### src/rtl/row_matmul_scheduler.sv
// Credit-based row scheduler: issues rows to a multiply datapath and re-orders nothing,
// buffering in-order results in a small FIFO so a returning result always has a slot.
module row_matmul_scheduler #(
    parameter int W     = 16,
    parameter int DEPTH = 4,
    parameter int CW    = 5
) (
    input  logic                  clk,
    input  logic                  rst,
    input  logic                  in_v,
    output logic                  in_ready,
    input  logic signed [W-1:0]   in_d0,
    input  logic signed [W-1:0]   in_d1,
    input  logic signed [W-1:0]   in_d2,
    input  logic signed [W-1:0]   in_d3,
    output logic                  mm_v,
    output logic signed [W-1:0]   mm_a_d0,
    output logic signed [W-1:0]   mm_a_d1,
    output logic signed [W-1:0]   mm_a_d2,
    output logic signed [W-1:0]   mm_a_d3,
    input  logic                  mm_out_v,
    input  logic signed [2*W-1:0] mm_out_d0,
    input  logic signed [2*W-1:0] mm_out_d1,
    input  logic signed [2*W-1:0] mm_out_d2,
    input  logic signed [2*W-1:0] mm_out_d3,
    output logic                  out_v,
    input  logic                  out_ready,
    output logic signed [2*W-1:0] out_d0,
    output logic signed [2*W-1:0] out_d1,
    output logic signed [2*W-1:0] out_d2,
    output logic signed [2*W-1:0] out_d3,
    input  logic                  flush,
    output logic                  flush_done,
    output logic                  busy,
    output logic                  err_unexp
);

    localparam int             PW        = $clog2(DEPTH);
    localparam logic [CW:0]    DEPTH_SUM = (CW+1)'(DEPTH);
    localparam logic [PW-1:0]  LAST_PTR  = PW'(DEPTH - 1);

    typedef enum logic [1:0] {IDLE, RUN, DRAIN} state_t;

    state_t          state;
    logic [CW-1:0]   inflight;
    logic [CW-1:0]   occupancy;
    logic [CW-1:0]   inflight_nxt;
    logic [CW-1:0]   occupancy_nxt;
    logic [CW:0]     credit_sum;
    logic [PW-1:0]   wr_ptr;
    logic [PW-1:0]   rd_ptr;
    logic [8*W-1:0]  mem [DEPTH];
    logic [8*W-1:0]  out_row;
    logic            issue;
    logic            ret_ok;
    logic            ret_bad;
    logic            pop;
    logic            drained;

    // Every accepted row reserves a FIFO slot until its result leaves downstream.
    assign credit_sum = {1'b0, inflight} + {1'b0, occupancy};
    assign in_ready   = ((state == IDLE) || (state == RUN)) && (credit_sum < DEPTH_SUM);

    assign mm_v    = in_v && in_ready && rst;
    assign mm_a_d0 = in_d0;
    assign mm_a_d1 = in_d1;
    assign mm_a_d2 = in_d2;
    assign mm_a_d3 = in_d3;

    assign issue   = mm_v;
    assign ret_ok  = mm_out_v && (inflight != '0);
    assign ret_bad = mm_out_v && (inflight == '0);
    assign out_v   = (occupancy != '0);
    assign pop     = out_v && out_ready;

    // The head is forced to zero when empty so stale entries never leak after reset.
    assign out_row = out_v ? mem[rd_ptr] : '0;
    assign out_d0  = out_row[0*2*W +: 2*W];
    assign out_d1  = out_row[1*2*W +: 2*W];
    assign out_d2  = out_row[2*2*W +: 2*W];
    assign out_d3  = out_row[3*2*W +: 2*W];

    assign busy = (state != IDLE);

    always_comb begin
        inflight_nxt  = inflight;
        occupancy_nxt = occupancy;
        case ({issue, ret_ok})
            2'b10:   inflight_nxt = inflight + 1'b1;
            2'b01:   inflight_nxt = inflight - 1'b1;
            default: inflight_nxt = inflight;
        endcase
        case ({ret_ok, pop})
            2'b10:   occupancy_nxt = occupancy + 1'b1;
            2'b01:   occupancy_nxt = occupancy - 1'b1;
            default: occupancy_nxt = occupancy;
        endcase
    end

    assign drained = (inflight_nxt == '0) && (occupancy_nxt == '0);

    always_ff @(posedge clk) begin
        if (ret_ok) begin
            mem[wr_ptr] <= {mm_out_d3, mm_out_d2, mm_out_d1, mm_out_d0};
        end
    end

    always_ff @(posedge clk or negedge rst) begin
        if (!rst) begin
            state      <= IDLE;
            inflight   <= '0;
            occupancy  <= '0;
            wr_ptr     <= '0;
            rd_ptr     <= '0;
            flush_done <= 1'b0;
            err_unexp  <= 1'b0;
        end else begin
            inflight   <= inflight_nxt;
            occupancy  <= occupancy_nxt;
            flush_done <= 1'b0;
            if (ret_ok) begin
                wr_ptr <= (wr_ptr == LAST_PTR) ? '0 : wr_ptr + 1'b1;
            end
            if (pop) begin
                rd_ptr <= (rd_ptr == LAST_PTR) ? '0 : rd_ptr + 1'b1;
            end
            if (ret_bad) begin
                err_unexp <= 1'b1;
            end
            // A flush that finds nothing outstanding completes straight away.
            case (state)
                IDLE: begin
                    if (flush && drained) begin
                        flush_done <= 1'b1;
                    end else if (flush) begin
                        state <= DRAIN;
                    end else if (issue) begin
                        state <= RUN;
                    end
                end
                RUN: begin
                    if (flush && drained) begin
                        state      <= IDLE;
                        flush_done <= 1'b1;
                    end else if (flush) begin
                        state <= DRAIN;
                    end else if (drained) begin
                        state <= IDLE;
                    end
                end
                DRAIN: begin
                    if (drained) begin
                        state      <= IDLE;
                        flush_done <= 1'b1;
                    end
                end
                default: state <= IDLE;
            endcase
        end
    end

endmodule

### config.mk
export PLATFORM = sky130hd
export DESIGN_NAME = row_matmul_scheduler
export DESIGN_NICKNAME = d
export VERILOG_FILES = /design/src/rtl/row_matmul_scheduler.sv
export SDC_FILE = /design/constraint.sdc
export NUM_CORES = 1
export LEC_CHECK = 0
export CORE_MARGIN = 2
export CORE_UTILIZATION = 25
export CTS_BUF_LIST = sky130_fd_sc_hd__clkbuf_4 sky130_fd_sc_hd__clkbuf_8 sky130_fd_sc_hd__clkbuf_16
export DETAILED_ROUTE_END_ITERATION = 10
export MAX_ROUTING_LAYER = met4
export SKIP_LAST_GASP = 1
export SLEW_MARGIN = 15
export SYNTH_ARGS = -nofsm -noshare
export SYNTH_HDL_FRONTEND = slang
export SYNTH_SLANG_ARGS = --single-unit
export TNS_END_PERCENT = 50
### constraint.sdc
create_clock -name clk -period 13.7 [get_ports clk]
set_clock_uncertainty 0.05 [all_clocks]
set_input_delay 2.055 -clock clk [delete_from_list [all_inputs] [get_ports clk]]
set_output_delay 2.055 -clock clk [all_outputs]
set_load 0.02 [all_outputs]
==> summary.md, run 1 <==
| Metric | Value |
|---|---|
| FF-to-FF path depth | `11` |
| Iteration-0 DRC count of the detailed router | `492` |
| Initial core utilization | `25.2%` |
| Psw | `1.96 mW` |
| Area Growth Syn to Fin | `25.6%` |
| Worst endpoint required time | `11.60 ns` |
| Area post-placement | `24500 µm²` |
| P_int | `4.15 mW` |
| Die width | `294 µm` |
| WL final | `48.4 mm` |
| Yosys cell types | `47` |
| GRT Util Overall | `11.4%` |
| CP top delay family | `buffers and inverters` |
| Largest net degree at the start of global routing | `75` |
| Filler cells | `8046` |
| Synthesized netlist net count | `1232` |
| Clock Tree Buf Depth | `3` |
| Post-synth EDFFs | `512` |
| Register bit total from synthesis | `530` |
| Status | `completed` |
| Vias in the first global route | `11179` |
| Tot Pwr | `6.11 mW` |
| Ys async rst share | `3.40%` |
| Highest-delay cell along the critical path | `buf_4` |
| Bufs and invs on worst path | `3` |
| Seq/Total Area, Yosys | `75.1%` |
| Synth Area per Inst | `20.8 µm²` |
| Synthesized netlist cell count | `1015` |
| Remaining global-route overflow | `0` |
| Site row count | `106` |
| TritonRoute pass-1 iters | `6` |
| CTS Buf Count | `59` |
| WP data arrival | `4.24 ns` |
| Top cell type's share of synthesized area | `73.0%` |
| CP max stage delay | `0.80 ns` |
| Worst-Margin Slew | `1.09 ns` |
| Sw Share | `32.1%` |
| Sequential fraction of design power | `36.8%` |
| Tightest Hold Check Type | `reg2reg` |
| Setup_tns | `0 ns` |
| Tcrit/Tclk final | `46.3%` |
| Fin crit period | `6.35 ns` |
| Hold Vio Cnt, Final | `0` |
| Top_reg_cell synth | `edfxtp_1` |
| Max-cap viol count | `0` |
| Final ANT Viol Nets | `0` |
| I/O Pins | `396` |
| Final Cell Area | `26500 µm²` |
| Maximum VDD drop | `0.000134 V` |
| Vias per Instance | `4.26` |
| PortBufs | `267` |
| Largest area contributor in the netlist | `edfxtp_1` |
| Reg2reg setup slack | `9.74 ns` |
| Clock Tree Root | `clkbuf_16` |
| Fmax | `0.158 GHz` |
| Power share of the clock group | `25.1%` |
| RSZ-0062 raised after global routing | `false` |
| DP HPWL | `28.3 mm` |
| Min Hold Slack | `0.409 ns` |
| Die area | `86600 µm²` |
| GPL Wtd Cong | `0.726` |
| Drt drc | `0` |
| Final setup vio count | `0` |
| Clock-pin transition on the worst setup and hold timing paths | `0.07 ns` |
| LEAKAGE | `8.46 nW` |
| Post-CTS Hold Fix Bufs | `0` |
| Most common cell in the netlist | `edfxtp_1` |
| Worst setup path end | `out_d2[8]` |
| CTS H-Tree Depth | `2` |
| CP Launch Point | `rd_ptr[0]$_DFFE_PN0P_` |
| Share of layout cells above drive strength 1 | `19.5%` |
| Postcts setup bufs | `0` |
| # resized after CTS | `0` |
| Most instantiated cells after synthesis | `512 x edfxtp_1, 132 x and2_1, 128 x mux4_2, 64 x buf_4, 25 x clkbuf_1` |
| Logic pwr share | `38.1%` |
| Critical path type | `reg2out` |
| CP max FO | `39` |
| Die H | `294 µm` |
| Slew margin rel. | `27.4%` |
| Worst setup EP type | `output port` |
| CP most frequent cell | `buf_4` |
| Clk_lat worst skew | `0.62 ns` |
| Placeable Area | `83600 µm²` |
| Post-Syn Area | `21100 µm²` |
| WL/cell | `20.4 µm` |
| Synth warnings | `0` |
| Vias | `10134` |
| Global-route wire length before repair | `71.2 mm` |
| Largest cells by area after synthesis | `edfxtp_1 73%, mux4_2 14%, and2_1 3.9%, buf_4 2.3%, dfrtp_1 2.1%` |
| CP cell instances | `buf_4, buf_4, mux4_2, and2_1, clkdlybuf4s50_1` |
| WP depth | `5` |
| Final Slew Violations | `0` |
| Initial antenna violation count | `6` |
| CP Launch Type | `flop` |
| Pwr/cell area | `231 nW/µm²` |
| Reg2reg end | `flush_done$_DFF_PN0_` |
| Final net count | `1463` |
| Sink Count | `530` |
| RR Startpoint | `occupancy[0]$_DFF_PN0_` |
| CTS tree | `built` |
## flip-flops by register name, indices dropped and copies added, names as in the netlist
signal and flops:
mem 512, inflight 5, occupancy 5, rd_ptr 2
state 2, wr_ptr 2, err_unexp 1, flush_done 1
## area by class of cell
type / count / area [µm²] / area share [%]
flip-flops and latches: 530 / 15800 / 59.8
multi-input cells: 363 / 4530 / 17.1
diodes: 6 / 15.0 / 0.0567
well taps: 1080 / 1350 / 5.11
clock buffers: 69 / 1570 / 5.93
repair buffers: 281 / 2780 / 10.5
clock inverters: 38 / 338 / 1.28
inverters: 11 / 41.3 / 0.156
## power by group through the flow
stage	logic, mW	clock network [mW]	registers, mW
after floorplan	1.44	0	2.26
after global placement	2.39	0	2.27
after detailed placement	2.39	0	2.29
after CTS	2.40	1.59	2.26
after global routing	2.53	1.65	2.28
final	2.33	1.53	2.25
## worst min path at each step
stage	start	to	slack, ns	cells past startpoint
3_3_place_gp	err_unexp$_DFFE_PN0P_	err_unexp$_DFFE_PN0P_	0.39	1
3_5_place_dp	err_unexp$_DFFE_PN0P_	err_unexp$_DFFE_PN0P_	0.40	1
5_1_grt	err_unexp$_DFFE_PN0P_	err_unexp$_DFFE_PN0P_	0.44	1
6_report	err_unexp$_DFFE_PN0P_	err_unexp$_DFFE_PN0P_	0.41	1
2_1_floorplan	occupancy[0]$_DFF_PN0_	occupancy[0]$_DFF_PN0_	0.47	1
4_1_cts	err_unexp$_DFFE_PN0P_	err_unexp$_DFFE_PN0P_	0.42	1
## routing by layer
layer  global-route usage, %  up-vias  share of wire [%]
li1                        -     4476                  -
met1                    12.0     5197                 37
met2                    18.9      294                 49
met3                    4.25      167                9.2
met4                    5.30        0                4.4
met5                       -        -                  0
## worst reg2reg max path, stage by stage, from the launching register on
cell and delay (ns):
dfrtp_1 0.43, nor4_1 0.54, nand2_4 0.51, nand2_1 0.35
inv_1 0.08, ha_1 0.25, ha_1 0.27, or2_2 0.32
o22ai_1 0.15, mux2_2 0.37, a311oi_1 0.37, and3b_1 0.21
## cell families (layout without fill, tap and decap cells)
| kind of cell | Yosys count | after routing | share of synthesized area (%) |
|---|---|---|---|
| multiplexers | 134 | 134 | 14.0 |
| buffers and inverters | 122 | 399 | 3.43 |
| AND/OR/NAND/NOR | 183 | 183 | 5.36 |
| AO/OA/AOI/OAI | 23 | 23 | 0.707 |
| adder cells (fa/ha/maj) | 19 | 19 | 1.20 |
| other | 0 | 6 | 0 |
| flip-flops | 530 | 530 | 75.1 |
| XOR/XNOR | 4 | 4 | 0.166 |
## stage by stage
stage                     cells  utilization, %  worst slack, ns
after global routing       2378            31.7             6.89
after global placement     2265            29.4             7.54
final                      2378            31.7             7.35
after detailed placement   2265            29.4             7.51
after CTS                  2372            31.6             7.07
after floorplan            1015               -             7.76
## cell usage in the layout, fill, tap and decap left out, types with 3 or more instances in the layout
| cell | instances |
|---|---|
| nor3_1 | 4 |
| and2_4 | 4 |
| nor2b_1 | 3 |
| nand2_1 | 6 |
| clkinv_1 | 14 |
| buf_4 | 14 |
| ha_1 | 17 |
| clkdlybuf4s50_1 | 267 |
| edfxtp_1 | 512 |
| dfrtp_1 | 16 |
| inv_1 | 11 |
| clkbuf_4 | 9 |
| nor2_1 | 7 |
| clkbuf_16 | 60 |
| mux4_2 | 128 |
| nor4_1 | 5 |
| and3_1 | 3 |
| a21oi_1 | 6 |
| bufinv_16 | 4 |
| diode_2 | 6 |
| xnor2_1 | 3 |
| nor3b_1 | 4 |
| nand3_1 | 6 |
| clkinv_2 | 9 |
| mux2_2 | 3 |
| and2_1 | 128 |
| o21ai_0 | 6 |
| clkinvlp_4 | 4 |
| inv_6 | 3 |
(Power assumes the default switching activity.)
==> run 2: changes to the inputs <==
Clock period 13.7 ns to 6 ns, I/O delays scaled along.
==> run 2 against run 1 <==
  * Routed wire length decreased by 0.83%
  * Highest routed layer unchanged
  * Sequential share of layout area fell by 0.079 points
  * Largest cell class unchanged
  * Via count up 1.1%
  * Non-clock buffer count rose by 7
==> summary.md, run 2 (synthesis results as in run 1) <==
| Metric | Value |
|---|---|
| Worst setup EP type | `output port` |
| Final setup vio count | `0` |
| CP max FO | `37` |
| Die H | `294 µm` |
| Fin crit period | `4.42 ns` |
| Status | `completed` |
| Hold Vio Cnt, Final | `0` |
| Post-CTS Hold Fix Bufs | `0` |
| Final Non-Filler Cells | `2386` |
| Vias in the first global route | `11279` |
| Iteration-0 DRC count of the detailed router | `505` |
| Die width | `294 µm` |
| Min Hold Slack | `0.414 ns` |
| CTS Buf Count | `57` |
| Area Growth Syn to Fin | `25.8%` |
| WL/cell | `20.1 µm` |
| Max-cap viol count | `0` |
| # resized after CTS | `0` |
| PortBufs | `267` |
| WP data arrival | `3.47 ns` |
| Share of layout cells above drive strength 1 | `19.9%` |
| CTS tree | `built` |
| Clock Tree Buf Depth | `3` |
| Dpl cells | `2272` |
| Sink Count | `530` |
| Final net count | `1468` |
| Reg with most FFs | `mem` |
| Drt drc | `0` |
| I/O Pins | `396` |
| CP Launch Type | `flop` |
| Worst endpoint required time | `5.05 ns` |
| Final Cell Area | `26500 µm²` |
| Dpl ws | `1.61 ns` |
| Postcts setup bufs | `0` |
| CP Launch Point | `rd_ptr[0]$_DFFE_PN0P_` |
| Die area | `86600 µm²` |
| Reg2reg end | `state[1]$_DFFE_PN0P_` |
| Initial core utilization | `25.2%` |
| Max reg flops | `512` |
| Tot Pwr | `13.9 mW` |
| Remaining global-route overflow | `0` |
| RR Startpoint | `inflight[4]$_DFF_PN0_` |
| Worst-Margin Slew | `0.970 ns` |
| Initial antenna violation count | `7` |
| TritonRoute pass-1 iters | `4` |
| Clock Tree Root | `clkbuf_16` |
| Tcrit/Tclk final | `73.6%` |
| Clk_lat worst skew | `0.60 ns` |
| FF-to-FF path depth | `12` |
| CTS H-Tree Depth | `2` |
| Placeable Area | `83600 µm²` |
| Vias per Instance | `4.29` |
| WL final | `48.0 mm` |
| Slew margin rel. | `35.3%` |
| Final ANT Viol Nets | `0` |
| Tightest Hold Check Type | `reg2reg` |
| Final Slew Violations | `0` |
| Clock-pin transition on the worst setup and hold timing paths | `0.06 ns` |
| Top Registers | `mem: 512 flops, inflight: 5 flops, occupancy: 5 flops` |
| Worst setup path end | `out_d1[13]` |
| Commonest non-fill, non-tap cell in the layout | `edfxtp_1` |
| Utilization after layout | `31.7%` |
| Reg2reg setup slack | `2.21 ns` |
| RSZ-0062 raised after global routing | `false` |
| Fmax | `0.226 GHz` |
| Largest net degree at the start of global routing | `129` |
| Pwr/cell area | `524 nW/µm²` |
| Final worst slack | `1.58 ns` |
| Maximum VDD drop | `0.000327 V` |
| GPL Wtd Cong | `0.743` |
| Area post-placement | `24700 µm²` |
| Global-route wire length before repair | `70.7 mm` |
| Site row count | `106` |
| GRT Util Overall | `11.2%` |
| Most frequent cells in the layout | `512 x edfxtp_1, 267 x clkdlybuf4s50_1, 128 x mux4_2, 128 x and2_1, 57 x clkbuf_16` |
| DP HPWL | `28.5 mm` |
| Setup_tns | `0 ns` |
| Critical path type | `reg2out` |
| LEAKAGE | `8.49 nW` |
| Vias | `10244` |
run 2: changes by cell type in the layout (fill, tap and decap cells not counted):
cell and change:
buf_12 +7, bufinv_16 -1, clkbuf_16 -3, clkbuf_4 -2, clkinv_1 -1, clkinv_16 -1, clkinv_2 +7, clkinv_4 -1
clkinv_8 +1, clkinvlp_4 -2, diode_2 +3, inv_6 -1, inv_8 +2
run 2: routing by layer:
metal	global-route usage [%]	part of all wire (%)	vias up	wire length [µm]
met3	4.44	9.7	169	4650
met5	-	0	-	0
met1	11.9	37	5276	17900
met4	5.26	4.6	0	2190
met2	18.4	49	297	23300
li1	-	-	4502	-
run 2: worst min path at each step:
stage	from	end	slack, ns	cells past startpoint
finish	err_unexp$_DFFE_PN0P_	err_unexp$_DFFE_PN0P_	0.41	1
global route	err_unexp$_DFFE_PN0P_	err_unexp$_DFFE_PN0P_	0.44	1
CTS	err_unexp$_DFFE_PN0P_	err_unexp$_DFFE_PN0P_	0.42	1
detailed placement	err_unexp$_DFFE_PN0P_	err_unexp$_DFFE_PN0P_	0.40	1
global placement	err_unexp$_DFFE_PN0P_	err_unexp$_DFFE_PN0P_	0.40	1
floorplan	occupancy[0]$_DFF_PN0_	occupancy[0]$_DFF_PN0_	0.47	1
run 2: power breakdown:
part / switching, mW / leakage (nW) / internal (mW)
Combinational: 2.71 / 2.68 / 2.63
Sequential: 0.331 / 4.91 / 4.87
Clock: 1.43 / 0.899 / 1.90
run 2: area by class of cell:
class | instances | area, µm²
well taps | 1080 | 1350
diodes | 9 | 22.5
inverters | 11 | 41.3
multi-input cells | 363 | 4530
clock buffers | 64 | 1480
repair buffers | 288 | 2920
clock inverters | 41 | 315
fillers | 8027 | 57100
flip-flops and latches | 530 | 15800
run 2: critical path, stage by stage, from the launching register on:
cell             delay, ns
dfrtp_4               1.02
buf_4                 0.50
mux4_2                0.55
and2_1                0.18
clkdlybuf4s50_1       0.54
==> run 3: changes to the inputs <==
Clock period 6 ns to 4.1 ns, I/O delays scaled along.
==> run 3 against run 2 <==
  * Die area is the same
  * Count of clock-buffer cells in the layout up 5
  * Cell area grew 1.2%
  * Worst setup slack got worse by 1.3 ns
  * Routed wire length is 1.6% lower
  * Largest power group unchanged
  * Total power is 51% higher
  * Clock power increased by 63%
  * Utilization rose by 0.39 points
==> summary.md, run 3 (synthesis results as in run 1) <==
| Metric | Value |
|---|---|
| Status | `completed` |
| Logic pwr share | `38.2%` |
| Iteration-0 DRC count of the detailed router | `482` |
| Vias in the first global route | `11055` |
| Tot Pwr | `20.9 mW` |
| Maximum VDD drop | `0.000637 V` |
| Top Registers | `mem: 512 flops, inflight: 5 flops, occupancy: 5 flops` |
| Register Area | `15800 µm²` |
| Final Cell Area | `26800 µm²` |
| Pwr/cell area | `780 nW/µm²` |
| Post-CTS Hold Fix Bufs | `0` |
| Die H | `294 µm` |
| Final net count | `1473` |
| Die width | `294 µm` |
| Slew margin rel. | `47.7%` |
| CTS tree | `built` |
| WP data arrival | `4.32 ns` |
| Area of the multi-input gates | `4530 µm²` |
| Clock Tree Buf Depth | `3` |
| Critical path type | `reg2reg` |
| Worst-Margin Slew | `0.785 ns` |
| Postcts setup bufs | `0` |
| Commonest non-fill, non-tap cell in the layout | `edfxtp_1` |
| Reg with most FFs | `mem` |
| WL final | `47.2 mm` |
| Fin crit period | `3.85 ns` |
| FF-to-FF path depth | `13` |
| Initial core utilization | `25.2%` |
| CP most frequent cell | `ha_1` |
| Max reg flops | `512` |
| Area Growth Syn to Fin | `27.3%` |
| Worst setup EP type | `flop` |
| CP cell instances | `ha_1, nor4_1, and3_1, and3_1, inv_1, ha_1, buf_4, ha_1, or4b_1, o311ai_1, o211ai_1, a311oi_1, and3b_1` |
| Hold Vio Cnt, Final | `0` |
| Final setup vio count | `0` |
| Bufs and invs on worst path | `2` |
| Drt drc | `0` |
| Vias per Instance | `4.29` |
| Tcrit/Tclk final | `93.8%` |
| P_int | `14.3 mW` |
| CP max stage delay | `0.55 ns` |
| Share of layout cells above drive strength 1 | `20.7%` |
| Most frequent cells in the layout | `512 x edfxtp_1, 267 x clkdlybuf4s50_1, 128 x mux4_2, 128 x and2_1, 58 x clkbuf_16` |
| CP max FO | `9` |
| Final Slew Violations | `0` |
| RSZ-0062 raised after global routing | `false` |
| Clock-pin transition on the worst setup and hold timing paths | `0.06 ns` |
| CP top delay family | `simple AND/OR/NAND/NOR gates` |
| Area post-placement | `24800 µm²` |
| CP Launch Type | `flop` |
| Largest net degree at the start of global routing | `130` |
| Psw | `6.57 mW` |
| Sw Share | `31.4%` |
| Global-route wire length before repair | `69.3 mm` |
| Filler cells | `7970` |
| I/O Pins | `396` |
| Sink Count | `530` |
| Vias | `10247` |
| Remaining global-route overflow | `0` |
| TritonRoute pass-1 iters | `5` |
| Placeable Area | `83600 µm²` |
| Clk_lat worst skew | `0.59 ns` |
| CTS Buf Count | `58` |
| WL/cell | `19.8 µm` |
| Die area | `86600 µm²` |
| Max-cap viol count | `0` |
| PortBufs | `267` |
| # resized after CTS | `0` |
| Tightest Hold Check Type | `in2async` |
| Final ANT Viol Nets | `0` |
| Site row count | `106` |
| Worst endpoint required time | `4.57 ns` |
| LEAKAGE | `8.63 nW` |
| Initial antenna violation count | `5` |
| Clock Tree Root | `clkbuf_16` |
| CTS H-Tree Depth | `2` |
| GPL Wtd Cong | `0.727` |
| Power share of the clock group | `25.9%` |
| Min Hold Slack | `0.344 ns` |
| Highest-delay cell along the critical path | `or4b_1` |
| DP HPWL | `28.3 mm` |
| WP depth | `13` |
| Sequential fraction of design power | `35.9%` |
| GRT Util Overall | `11.0%` |
| Fmax | `0.260 GHz` |
[run 3: final timing paths]
path                                            start                     to  slack, ns
worst max-delay path            inflight[4]$_DFF_PN0_   flush_done$_DFF_PN0_       0.25
worst min register to register  err_unexp$_DFFE_PN0P_  err_unexp$_DFFE_PN0P_       0.42
min in group clk                err_unexp$_DFFE_PN0P_  err_unexp$_DFFE_PN0P_       0.42
worst min-delay path                              rst  err_unexp$_DFFE_PN0P_       0.34
worst max register to register  inflight[4]$_DFF_PN0_   flush_done$_DFF_PN0_       0.25
max in group asynchronous                         rst  rd_ptr[1]$_DFFE_PN0P_       3.43
[run 3: worst reg2reg max path, cell delays in order, from the launching register on]
cell and delay [ns]:
dfrtp_1 0.43, ha_1 0.31, nor4_1 0.27, and3_1 0.23, and3_1 0.20, inv_1 0.06
ha_1 0.23, buf_4 0.18, ha_1 0.37, or4b_1 0.55, o311ai_1 0.13, o211ai_1 0.18
a311oi_1 0.38, and3b_1 0.22
[run 3: metal layers]
layer	GRT usage, %	up-vias	share of wire (%)
li1	-	4507	-
met3	3.57	148	7.6
met2	18.1	288	49
met5	-	-	0
met1	12.2	5304	39
met4	5.14	0	4.5
[run 3: cell type report]
| class | count | share of cell area (%) |
|---|---|---|
| timing repair buffer | 292 | 11.3 |
| antenna | 5 | 0.0466 |
| clock inverter | 39 | 1.80 |
| tap | 1080 | 5.04 |
| inverter | 11 | 0.154 |
| multi-input combinational | 363 | 16.9 |
| sequential | 530 | 59.0 |
| clock buffer | 69 | 5.72 |
[run 3: stage by stage]
step | TNS [ns] | cells | setup slack [ns] | utilization [%]
global placement | 0 | 2276 | 0.388 | 29.7
finish | 0 | 2389 | 0.253 | 32.1
floorplan | -102.89 | 1015 | -0.402 | -
detailed placement | 0 | 2276 | 0.312 | 29.7
CTS | 0 | 2384 | 0.267 | 32.1
global route | 0 | 2389 | 0.00824 | 32.1
[run 3: power groups by stage]
stage               clock network [mW]  logic [mW]  registers (mW)
global placement                     0        8.14            7.57
CTS                               5.62        8.20            7.53
floorplan                            0        4.83            7.51
finish                            5.42        7.99            7.50
detailed placement                   0        8.16            7.64
global route                      5.80        8.59            7.61
==> variant 1, RTL diff (settings of run 2) <==
Re-encode `state_t` (3 states) as one-hot, 3 bits wide.
--- a/src/rtl/row_matmul_scheduler.sv
+++ b/src/rtl/row_matmul_scheduler.sv
@@ -40,5 +40,5 @@
     localparam logic [PW-1:0]  LAST_PTR  = PW'(DEPTH - 1);
 
-    typedef enum logic [1:0] {IDLE, RUN, DRAIN} state_t;
+    typedef enum logic [2:0] {IDLE = 3'b001, RUN = 3'b010, DRAIN = 3'b100} state_t;
 
     state_t          state;
Check against the original RTL: no difference found for any inputs over 4 cycles, from zero or initial values and one cycle with rst low; so few cycles prove little.
==> variant 1 against run 2 <==
- the run now fails in detailed routing
- synthesized area up 0.53%
- global-route usage decreased by 0.15 points
==> variant 1: results (changes against run 2) <==
run_status:
  error_line: "[ERROR DRT-0255] Maze Route cannot find path of net in_d1[5] in worker of routeBox ( 241500 193200 ) ( 295045 241500 )."
  status: "did not finish"
  lastStage: "detailed routing"
clock_tree:
  htree_levels: 2  # unchanged
  clockRootBuffer: "clkbuf_16"
  cts_resized: 0  # unchanged
  clock_path_buffers: 3  # unchanged
  cts_buffers: 56  # -1.8%
  postCtsSetupBuffers: 0  # unchanged
global_routing:
  grt_max_degree: 129  # unchanged
  grt_pass1_vias: 11300  # +0.43%
  grt.total_usage_pct: 11.1  # -0.15 points
  antenna_found_initial: 4  # -3
  grt_first_pass_wirelength_mm: 70.5  # -0.27%
synth:
  synthTopCellsByArea: "edfxtp_1 (73%), mux4_2 (14%), and2_1 (3.9%)"
  synth_edf_count: 512  # unchanged
  ys_seq_area_share_pct: 74.9  # -0.27 points
  yosys_warnings: 0  # unchanged
  syn_nets: 1245  # +1.1%
  ys_types: 50  # +6.4%
  synth_top_area_share_pct: 72.6  # -0.38 points
  async_reset_ff_share_pct: 3.58  # +0.18 points
  ys_ff_latch: 531  # +0.19%
  synth_common_cells: "edfxtp_1 (512), and2_1 (132), mux4_2 (128)"
placement:
  gp_congestion: 0.722  # -2.9%
  place_hpwl_mm: 28.3  # -0.48%
  io_buffers: 267  # unchanged
-- variant 1: logic make-up after synthesis --
family | Yosys count | synth area share [%]
adder cells (fa/ha/maj) | 19 | 1.19
AO/OA/AOI/OAI | 31 | 1.08
flip-flops | 531 | 74.9
multiplexers | 132 | 13.8
AND/OR/NAND/NOR | 186 | 5.40
XOR/XNOR | 5 | 0.207
buffers and inverters | 124 | 3.43
-- variant 1: stage by stage --
stage	hold slack [ns]	setup WS [ns]	instances	util, %	cell area, µm²
4_1_cts	0.412	1.31	2436	31.8	26700
3_3_place_gp	0.391	1.38	2334	29.6	24800
5_1_grt	0.444	1.15	2439	31.8	26700
3_5_place_dp	0.398	1.22	2334	29.6	24800
2_1_floorplan	0.470	1.24	1028	-	21200
-- variant 1: per-layer routing --
layer and GRT usage, %:
met1 12.1, met2 19.0, met3 2.79, met4 5.21, met5 -
==> variant 2, RTL diff (settings of run 2) <==
Made on the original files. The parameter `DEPTH` goes from 4 to 8.
--- a/src/rtl/row_matmul_scheduler.sv
+++ b/src/rtl/row_matmul_scheduler.sv
@@ -3,5 +3,5 @@
 module row_matmul_scheduler #(
     parameter int W     = 16,
-    parameter int DEPTH = 4,
+    parameter int DEPTH = 8,
     parameter int CW    = 5
 ) (
Behaviour: same outputs for any inputs over 4 cycles, from zero or initial values and one cycle with rst low; that may be too few to reach the edited logic, so the function may still have changed.
==> variant 2 against run 2 <==
- synthesized area grew 93%
- count of clock-buffer cells in the layout rose by 67
- cell area grew 86%
- routed wire length up 91%
- power up 80%
- sequential cell count up 514
- global-route usage shrank 0.051 points
- synthesized cell count rose by 81%
- setup slack worse by 0.28 ns
==> variant 2: results (changes against run 2) <==
synth:
  synthTopCellsByArea: "edfxtp_1 (76%), mux4_2 (14%), mux2i_1 (3.2%)"
  ys_seq_area_share_pct: 77.0  # +1.9 points
  synth_edf_count: 1024  # +100%
  syn_nets: 2055  # +67%
  ys_types: 49  # +4.3%
  synth_common_cells: "edfxtp_1 (1,024), mux4_2 (256), nor2_1 (142)"
  synth_area_per_cell_um2: 22.1  # +6.3%
  async_reset_ff_share_pct: 1.92  # -1.5 points
  yosys_warnings: 0  # unchanged
route:
  viasPerCell: 4.25  # -1.0%
  drt_first_pass_iters: 5  # +1
  wirelength_mm: 91.8  # +91%
  routedWlPerCell_um: 21.0  # +4.5%
  drt_iter0_markers: 1106  # +120%
setup_path:
  r2r_start: "occupancy[3]$_DFF_PN0_"
  worst-r2r-cell-count: 11  # -1
  cp-startpoint: "rd_ptr[0]$_DFFE_PN0P_"
  cp_top_family: "buffers and inverters"
  r2r_slack_ns: 1.82  # -0.39 ns
  cp-endpoint: "out_d2[17]"
  r2r_end: "flush_done$_DFF_PN0_"
  arrival_ns: 3.75  # +0.28 ns
  max_stage_delay_ns: 0.97  # -0.05 ns
  critPathSlowestCell: "dfrtp_4"
  cp_max_fo: 30  # -19%
finish:
  fin_nets: 2326  # +58%
  fillCellCount: 15400  # +92%
  drive_above_1_share_pct: 22.6  # +2.8 points
  largest_registers: "mem: 1024 flops, inflight: 5 flops, occupancy: 5 flops"
clock_tree:
  htree_levels: 3  # +1
  clock_latency_ns: 0.74  # +0.14 ns
  postCtsSetupBuffers: 0  # unchanged
  cts_buffers: 113  # +98%
  cts_resized: 0  # unchanged
  clk_pin_slew_ns: 0.06  # about the same
  clock_path_buffers: 3  # unchanged
  clockRootBuffer: "clkbuf_16"
global_routing:
  grt.total_usage_pct: 11.2  # -0.051 points
  grt_first_pass_wirelength_mm: 132  # +86%
  antenna_found_initial: 12  # +5
  grt_max_degree: 87  # -33%
  grt_pass1_vias: 19600  # +74%
power:
  p_per_area_nw_per_um2: 505  # -3.6%
  p_leak_nw: 15.6  # +84%
  vdd_ir_drop_max_mv: 0.336  # +2.7%
  seq_power_share_pct: 38.3  # +0.8 points
  p_sw_w: 0.00800  # +79%
  power.share.clock_pct: 27.1  # +3.1 points
placement:
  io_buffers: 267  # unchanged
  placed_area_um2: 45700  # +85%
  dp.cells: 4155  # +83%
  gp_congestion: 0.710  # -4.5%
  place_hpwl_mm: 48.7  # +71%
timing:
  relSlewSlack_pct: 36.1  # +0.79 points
  max_freq_mhz: 213  # -6.0%
  hold_ws_ns: 0.406  # -0.00801 ns
run_status:
  status: "complete, no violations"
worst_hold_path:
  hold_path_class: "register to register"
-- variant 2: per-layer routing --
layer | part of all wire (%) | GRT usage, % | vias to the layer above
met5 | 0 | - | -
met1 | 42 | 13.5 | 9864
met4 | 3.2 | 4.68 | 0
li1 | - | - | 8086
met3 | 5.4 | 2.40 | 223
met2 | 49 | 18.2 | 402
-- variant 2: layout make-up --
cell class / count / area, µm² / area share [%]
Tap cell: 2160 / 2700 / 5.47
Timing Repair Buffer: 309 / 3210 / 6.51
Sequential cell: 1044 / 31300 / 63.3
Multi-Input combinational cell: 632 / 8500 / 17.2
Inverter: 10 / 37.5 / 0.0760
Clock inverter: 73 / 678 / 1.37
Clock buffer: 131 / 2960 / 6.00
Antenna cell: 11 / 27.5 / 0.0557
-- variant 2: cell families after synthesis --
| group | Yosys count | share of synthesized area, % |
|---|---|---|
| muxes | 389 | 17.5 |
| DFF | 1044 | 77.0 |
| buffers and inverters | 163 | 2.20 |
| xor gates and xnor gates | 4 | 0.0864 |
| adders and majority gates | 18 | 0.592 |
| AOI/OAI and AO/OA | 30 | 0.546 |
| and+or+nand+nor | 191 | 2.03 |
-- variant 2: how the worst min path moves through the flow --
stage,from,depth (start not counted),endpoint
finish,err_unexp$_DFFE_PN0P_,1,err_unexp$_DFFE_PN0P_
global route,err_unexp$_DFFE_PN0P_,1,err_unexp$_DFFE_PN0P_
CTS,rst,2,err_unexp$_DFFE_PN0P_
detailed placement,err_unexp$_DFFE_PN0P_,1,err_unexp$_DFFE_PN0P_
global placement,err_unexp$_DFFE_PN0P_,1,err_unexp$_DFFE_PN0P_
floorplan,wr_ptr[0]$_DFFE_PN0P_,2,wr_ptr[0]$_DFFE_PN0P_
